<file path="src/rtl/mul_seq_ctrl_if.sv">
// mul_seq_ctrl_if: valid/ready bundle between the producer/consumer and mul_seq_ctrl.
//
// Signals:
//   in_valid  - producer has an operand
//   in_a      - operand a (A_W bits)
//   in_ready  - sequencer can take an operand (IDLE only)
//   out_valid - result valid, held until accepted
//   out_ready - consumer accepts the result
//   out_b     - registered intermediate b = 2*a (B_W bits)
//   out_c     - registered result c = b*a (C_W bits)
//   out_ovf   - b or c lost significant bits for this operation
//
// Modports: master = producer/consumer side, slave = sequencer side.
interface mul_seq_ctrl_if #(
    parameter int A_W = 3,
    parameter int B_W = 6,
    parameter int C_W = 6
) ();
    logic           in_valid;
    logic [A_W-1:0] in_a;
    logic           in_ready;
    logic           out_valid;
    logic           out_ready;
    logic [B_W-1:0] out_b;
    logic [C_W-1:0] out_c;
    logic           out_ovf;

    modport master (
        output in_valid, in_a, out_ready,
        input  in_ready, out_valid, out_b, out_c, out_ovf
    );

    modport slave (
        input  in_valid, in_a, out_ready,
        output in_ready, out_valid, out_b, out_c, out_ovf
    );
endinterface

</file>
<file path="src/rtl/mul_seq_ctrl.sv">
// mul_seq_ctrl: multi-cycle sequencer for the two-step scaling datapath.
// Computes b = 2*a (DOUBLE), then c = b*a (MULT), one register update per step,
// and holds the result in HOLD until the consumer accepts it.
//
// Build option: define MUL_SEQ_SAT_EN to saturate c to all ones on overflow;
// otherwise c wraps modulo 2^C_W. out_ovf is the same in both builds.
//
// Ports:
//   clk    - rising-edge clock
//   rst_n  - asynchronous active-low reset
//   clr    - synchronous abort to IDLE (drops out_valid, counter kept)
//   bus    - mul_seq_ctrl_if.slave handshake/data bundle
//   busy   - state != IDLE
//   op_cnt - count of accepted results, wraps silently
module mul_seq_ctrl #(
    parameter int A_W   = 3,
    parameter int B_W   = 6,
    parameter int C_W   = 6,
    parameter int CNT_W = 8
) (
    input  logic             clk,
    input  logic             rst_n,
    input  logic             clr,
    mul_seq_ctrl_if.slave    bus,
    output logic             busy,
    output logic [CNT_W-1:0] op_cnt
);
    localparam logic [1:0] IDLE   = 2'd0;
    localparam logic [1:0] DOUBLE = 2'd1;
    localparam logic [1:0] MULT   = 2'd2;
    localparam logic [1:0] HOLD   = 2'd3;

    localparam int P_W = B_W + A_W;

    logic [1:0]       state_q, state_d;
    logic [A_W-1:0]   a_q, a_d;
    logic [B_W-1:0]   b_q, b_d;
    logic [C_W-1:0]   c_q, c_d;
    logic             ovf_q, ovf_d;
    logic             valid_q, valid_d;
    logic [CNT_W-1:0] cnt_q, cnt_d;

    logic [A_W:0]     dbl_full;
    logic             dbl_ovf;
    logic [P_W-1:0]   prod;
    logic             prod_ovf;
    logic [C_W-1:0]   c_next;

    // Full-width arithmetic; truncation and overflow detection happen afterwards.
    always_comb begin
        dbl_full = {a_q, 1'b0};
        dbl_ovf  = (dbl_full >> B_W) != '0;
        prod     = P_W'(b_q) * P_W'(a_q);
        prod_ovf = (prod >> C_W) != '0;
`ifdef MUL_SEQ_SAT_EN
        c_next   = prod_ovf ? '1 : C_W'(prod);
`else
        c_next   = C_W'(prod);
`endif
    end

    always_comb begin
        state_d = state_q;
        a_d     = a_q;
        b_d     = b_q;
        c_d     = c_q;
        ovf_d   = ovf_q;
        valid_d = valid_q;
        cnt_d   = cnt_q;

        case (state_q)
            IDLE: begin
                if (bus.in_valid) begin
                    a_d     = bus.in_a;
                    ovf_d   = 1'b0;
                    state_d = DOUBLE;
                end
            end
            DOUBLE: begin
                b_d     = B_W'(dbl_full);
                ovf_d   = ovf_q | dbl_ovf;
                state_d = MULT;
            end
            MULT: begin
                c_d     = c_next;
                ovf_d   = ovf_q | prod_ovf;
                valid_d = 1'b1;
                state_d = HOLD;
            end
            HOLD: begin
                if (bus.out_ready) begin
                    valid_d = 1'b0;
                    cnt_d   = cnt_q + CNT_W'(1);
                    state_d = IDLE;
                end
            end
            default: state_d = IDLE;
        endcase

        // Abort wins over everything, including a same-cycle handshake.
        if (clr) begin
            state_d = IDLE;
            valid_d = 1'b0;
            a_d     = a_q;
            b_d     = b_q;
            c_d     = c_q;
            ovf_d   = ovf_q;
            cnt_d   = cnt_q;
        end
    end

    always_ff @(posedge clk or negedge rst_n) begin
        if (!rst_n) begin
            state_q <= IDLE;
            a_q     <= '0;
            b_q     <= '0;
            c_q     <= '0;
            ovf_q   <= 1'b0;
            valid_q <= 1'b0;
            cnt_q   <= '0;
        end else begin
            state_q <= state_d;
            a_q     <= a_d;
            b_q     <= b_d;
            c_q     <= c_d;
            ovf_q   <= ovf_d;
            valid_q <= valid_d;
            cnt_q   <= cnt_d;
        end
    end

    assign bus.in_ready  = (state_q == IDLE);
    assign busy          = (state_q != IDLE);
    assign bus.out_valid = valid_q;
    assign bus.out_b     = b_q;
    assign bus.out_c     = c_q;
    assign bus.out_ovf   = ovf_q;
    assign op_cnt        = cnt_q;
endmodule

</file>
<file path="src/flat_wrapper.sv">
// flat-port wrapper written by rule: the top's interface ports become plain ports
module mul_seq_ctrl_flat 
#(
    parameter int A_W   = 3,
    parameter int B_W   = 6,
    parameter int C_W   = 6,
    parameter int CNT_W = 8
)
  (clk, rst_n, clr, busy, op_cnt, bus_in_valid, bus_in_a, bus_out_ready, bus_in_ready, bus_out_valid, bus_out_b, bus_out_c, bus_out_ovf);
  mul_seq_ctrl_if #(.A_W(A_W), .B_W(B_W), .C_W(C_W)) bus_i ();
  input  logic clk;
  input  logic rst_n;
  input  logic clr;
  output logic busy;
  output logic [CNT_W-1:0] op_cnt;
  input wire logic [$bits(bus_i.in_valid)-1:0] bus_in_valid;
  input wire logic [$bits(bus_i.in_a)-1:0] bus_in_a;
  input wire logic [$bits(bus_i.out_ready)-1:0] bus_out_ready;
  output wire logic [$bits(bus_i.in_ready)-1:0] bus_in_ready;
  output wire logic [$bits(bus_i.out_valid)-1:0] bus_out_valid;
  output wire logic [$bits(bus_i.out_b)-1:0] bus_out_b;
  output wire logic [$bits(bus_i.out_c)-1:0] bus_out_c;
  output wire logic [$bits(bus_i.out_ovf)-1:0] bus_out_ovf;
  assign bus_i.in_valid = bus_in_valid;
  assign bus_i.in_a = bus_in_a;
  assign bus_i.out_ready = bus_out_ready;
  assign bus_in_ready = bus_i.in_ready;
  assign bus_out_valid = bus_i.out_valid;
  assign bus_out_b = bus_i.out_b;
  assign bus_out_c = bus_i.out_c;
  assign bus_out_ovf = bus_i.out_ovf;
  mul_seq_ctrl #(.A_W(A_W), .B_W(B_W), .C_W(C_W), .CNT_W(CNT_W)) u_core (.clk(clk), .rst_n(rst_n), .clr(clr), .bus(bus_i), .busy(busy), .op_cnt(op_cnt));
endmodule
</file>
<file path="config.mk">
export PLATFORM = sky130hd
export DESIGN_NAME = mul_seq_ctrl_flat
export DESIGN_NICKNAME = d
export VERILOG_FILES = /design/src/rtl/mul_seq_ctrl_if.sv /design/src/rtl/mul_seq_ctrl.sv /design/src/flat_wrapper.sv
export SDC_FILE = /design/constraint.sdc
export NUM_CORES = 1
export LEC_CHECK = 0
export CORE_UTILIZATION = 44
export CTS_CLUSTER_DIAMETER = 120
export DETAILED_ROUTE_END_ITERATION = 12
export PLACE_DENSITY_LB_ADDON = 0.2
export SLEW_MARGIN = 20
export SYNTH_ARGS = -nofsm -noshare
export SYNTH_HDL_FRONTEND = slang
export SYNTH_SLANG_ARGS = --single-unit
</file>
<file path="constraint.sdc">
create_clock -name clk -period 2 [get_ports clk]
set_clock_uncertainty 0.2 [all_clocks]
set_input_delay 0.4 -clock clk [delete_from_list [all_inputs] [get_ports clk]]
set_output_delay 0.4 -clock clk [all_outputs]
set_load 0.005 [all_outputs]
</file>
Yosys cells after proc, flatten, opt, wreduce, memory -nomap -nowiden
Cells that the tools add are included.
Operators by class
  mux-type cells: 9
  reduce and logical (&&, ||, !) cells: 12
  equality and inequality tests: 6
  add/sub/neg operators: 1
  multiply operators: 1
  bitwise logic cells: 2
Operators with widths (number)
  AND reduction 3 bit: 3
  nonzero test 9 bit: 1
  adder 8 x 1 -> 8 bit (second input constant): 1
  case mux 2 bit (4 select lines): 1
  AND reduction 2 bit: 4
  multiplier 3 x 3 -> 6 bit: 1
  two-way mux 2 bit: 3
  != test 3 bit (second input constant): 2
  == test 2 bit (second input constant): 2
  case mux 1 bit (2 select lines): 2
  nonzero test 2 bit: 2
  two-way mux 1 bit: 3
  nonzero test 3 bit: 1
  == test 2 x 1 -> 1 bit (second input constant): 1
  logical NOT 2 bit: 1
  != test 2 bit (second input constant): 1
  inverter 1 bit: 1
  OR 1 bit: 1
Word-level totals
  bits in registers: 23
  output and inout bits: 24
  bits of input ports: 8

Depth between registers and ports, before layout
  word-level depth: 4
  gate-level depth with buffers: 8
  depth with buffers taken out: 8

Least setup slack after synthesis
No wires, ideal clock.
  path kind: register -> register
  start: reg u_core.b_q[1] (netlist: u_core.bus.out_b[1])
  end: reg u_core.c_q[5] (netlist: u_core.bus.out_c[5])
  setup slack: -0.146 ns
  cell stages (with the launch flop): 9
  clock period less this slack: 2.146 ns
  buffers on the path: 0
  arrival: 1.863 ns
  data required time: 1.717 ns
  setup time: 0.083 ns
  cells stage by stage: dfrtp_1 nand2_1 fa_1 inv_1 ha_1 inv_1 fa_1 xor2_1 o21ai_0
Between the ends
  longest elaborated chain between the ends: 1
RTL lines
  start: declaration: RTL line mul_seq_ctrl.sv:37  | logic [B_W-1:0] b_q, b_d;
  start signal: assignment: RTL line mul_seq_ctrl.sv:116  | b_q <= '0;
  start signal: assignment: RTL line mul_seq_ctrl.sv:124  | b_q <= b_d;
  multiplier 3 x 3 -> 6 bit: RTL line mul_seq_ctrl.sv:53  | prod = P_W'(b_q) * P_W'(a_q);
  end signal: assignment: RTL line mul_seq_ctrl.sv:117  | c_q <= '0;
  end signal: assignment: RTL line mul_seq_ctrl.sv:125  | c_q <= c_d;
  end: declaration: RTL line mul_seq_ctrl.sv:38  | logic [C_W-1:0] c_q, c_d;
Every way passes these cells.
A chain may end at the register's enable or synchronous reset.

Final worst setup path
  start: reg u_core.a_q[2]
  end: reg u_core.c_q[4] (netlist: u_core.bus.out_c[4])
Between the ends
  longest elaborated chain between the ends: 1
RTL lines
  start: declaration: RTL line mul_seq_ctrl.sv:36  | logic [A_W-1:0] a_q, a_d;
  start signal: assignment: RTL line mul_seq_ctrl.sv:115  | a_q <= '0;
  start signal: assignment: RTL line mul_seq_ctrl.sv:123  | a_q <= a_d;
  multiplier 3 x 3 -> 6 bit: RTL line mul_seq_ctrl.sv:53
Every way passes these cells.

==> summary.md <==
| Metric | Value |
|---|---|
| Leakage | 0.902 nW |
| Met2 WL | 1330 um |
| Longest Clk Path Bufs | 2 |
| Diodes inserted | 0 |
| Vias in the first global route | 989 |
| FP Rows | 19 |
| Post-synth cell types | 34 |
| Final nets | 185 |
| Synth Register Bits | 23 |
| Met3 wire length | 98 um |
| Hold crit path type | in2async |
| Total wire length | 2630 um |
| Global-route wire length before repair | 4540 um |
| Multi-input gate area | 747 um2 |
| Final GP Congestion | 0.767 |
| CTS tree | done |
| CTS Root Buffer Type | clkbuf_4 |
| Vias per Instance | 5.00 |
| Seq/Total Area, Yosys | 44.1% |
| Slowest library cell on the worst path | fa_2 |
| CP required | 2.05 ns |
| Mapped cell area | 1310 um2 |
| CTS Hold Bufs | 0 |
| Fmax | 480 MHz |
| Maximum fanout along the worst path | 2 |
| Gr ovfl total | 0 |
| CP startpoint kind | flip-flop |
| Buffers on Ports | 27 |
| Failing checks | setup timing |
| Share of Yosys cell area claimed by the top area cell type | 44.1% |
| Synth warn | 0 |
| Initial antenna violation count | 0 |
| Avg Synthesized Cell Area | 11.3 um2 |
| # fillers | 226 |
| Total power | 2.35 mW |
| Io pins | 32 |
| Critical path buffers and inverters | 2 |
| Post-Place Worst Slack | -0.113 ns |
| Routed Antenna Nets | 0 |
| Asr flop ratio synth | 100% |
| Slowest stage delay, CP | 0.57 ns |
| Cells after Synth | 116 |
| Top sig layer | met4 |
| Power Density | 1290 nW/um2 |
| Initial detailed-routing violation count | 28 |
| Final WS setup | -0.0833 ns |
| Peak supply drop | 1160 uV |
| Fin. Hold Viols | 0 |
| Synth-to-layout area growth | 39.8% |
| Initial Util | 47.0% |
| Crit Path Category | reg2reg |
| Worst-path clk slew | 0.13 ns |
| Count of final setup violators | 3 |
| Core area | 2780 um2 |
| Final period util | 104% |
| Leading area contributor after synthesis | dfrtp_1 |
| Largest net degree at the start of global routing | 24 |
| Die area | 3190 um2 |
| Fin crit period | 2.08 ns |
| GRT Overall Usage | 18.1% |
| # DRC | 0 |
| Hpwl dp | 1860 um |
| EDFF count, synth | 0 |
| Primary FF master, synth | dfrtp_1 |
| Height of the die | 56.5 um |
| Sink Count | 23 |
| CTS H-tree depth | 1 |
| Chip Width | 56.5 um |
| Final Slew Violations | 0 |
| Synth area leaders | dfrtp_1, ha_1, mux2_2 |
| Wire length on met1 | 1170 um |
| WL/cell | 13.5 um |
| Count leader, synth | dfrtp_1 |
| Status | finished with violations |
| CP top delay family | adder cells |
| Share of post-route cells with drive strength above 1 | 30.7% |
| Unrepaired setup endpoints after global routing | true |
| Most common library cells after synthesis | dfrtp_1, nand2_1, ha_1 |
| Critical-path cell list | nand2_2 -> fa_2 -> inv_2 -> ha_4 -> inv_2 -> fa_2 -> o21ai_1 |
| Arr. time, crit path | 2.13 ns |
| Clock Latency Late Sink | 0.31 ns |
| Reg area | 576 um2 |
| Drt pass-1 iters | 4 |
| Setup TNS | -0.157 ns |
| Max-cap violations | 0 |
| DR vias | 970 |
| Setup crit end kind | flip-flop |
| Cts bufs inserted | 3 |
[stage by stage]
| step | area, um2 | instances | hold WS (ns) | util [%] |
|---|---|---|---|---|
| after floorplan | 1320 | 119 | -0.0956 | - |
| after global placement | 1670 | 182 | 0.257 | 60.1 |
| after detailed placement | 1670 | 182 | 0.268 | 60.1 |
| after CTS | 1780 | 191 | 0.231 | 64.0 |
| after global routing | 1830 | 194 | 0.255 | 65.7 |
| final | 1830 | 194 | 0.225 | 65.7 |
[cell usage in the layout (no fill, tap or decap), drive strengths merged, types with 3 or more instances in the layout]
cell	count
ha	11
and2	5
mux2	9
inv	9
conb	4
xor2	7
o21ai	4
clkdlybuf4s50	24
buf	18
nor2	4
nor3	3
nand2b	3
nand2	12
dfrtp	23
clkbuf	4
[final cells by class]
type | count | area share (%)
clock buffers | 4 | 1.44
inverters | 9 | 1.85
multi-input cells | 82 | 40.9
flip-flops and latches | 23 | 31.5
well taps | 31 | 2.12
repair buffers | 45 | 22.2
[final timing paths]
kind | cells past startpoint | end | slack [ns] | from
min in group clk | 1 | u_core.op_cnt[7]$_DFFE_PN0P_ | 0.28 | u_core.op_cnt[7]$_DFFE_PN0P_
setup reg to reg | 7 | u_core.bus.out_c[4]$_DFFE_PN0P_ | -0.08 | u_core.a_q[2]$_DFFE_PN0P_
hold reg to reg | 1 | u_core.op_cnt[7]$_DFFE_PN0P_ | 0.28 | u_core.op_cnt[7]$_DFFE_PN0P_
setup / recovery | 7 | u_core.bus.out_c[4]$_DFFE_PN0P_ | -0.08 | u_core.a_q[2]$_DFFE_PN0P_
hold / removal | 2 | u_core.op_cnt[4]$_DFFE_PN0P_ | 0.23 | rst_n
max in group asynchronous | 2 | u_core.op_cnt[2]$_DFFE_PN0P_ | 1.15 | rst_n
[kinds of logic (layout without fill, tap and decap cells)]
| group | Yosys count | count (layout) | synth area share (%) |
|---|---|---|---|
| simple gates | 37 | 37 | 17.6 |
| flops | 23 | 23 | 44.1 |
| buf+inv | 14 | 58 | 5.27 |
| fa+ha+maj | 13 | 13 | 13.6 |
| compound gates | 11 | 11 | 5.17 |
| mux | 9 | 9 | 8.62 |
| xor+xnor | 8 | 8 | 5.36 |
| other cells | 1 | 4 | 0.287 |
[layer usage]
| metal | vias up | GRT usage [%] |
|---|---|---|
| li1 | 471 | - |
| met1 | 471 | 23.4 |
| met2 | 24 | 29.7 |
| met3 | 4 | 3.92 |
| met4 | 0 | 6.27 |
| met5 | - | 0 |
[what timing repair did]
action	in CTS	in global routing
setup buffers	5	3
endpoints found under the setup margin	5	3
pin swaps	9	3
gates resized for setup	14	4
[where the power goes]
| part | switching [mW] | total [mW] | internal (mW) |
|---|---|---|---|
| Combinational | 0.580 | 1.40 | 0.822 |
| Clock | 0.145 | 0.223 | 0.0778 |
| Sequential | 0.115 | 0.726 | 0.612 |
[sequential cells by signal (all words and copies together) (netlist names)]
register,cells
u_core.state_q,2
u_core.bus.out_valid,1
u_core.bus.out_b,3
u_core.op_cnt,8
u_core.a_q,3
u_core.bus.out_ovf,1
u_core.bus.out_c,5
No activity file was read; power rests on OpenSTA's default activity.
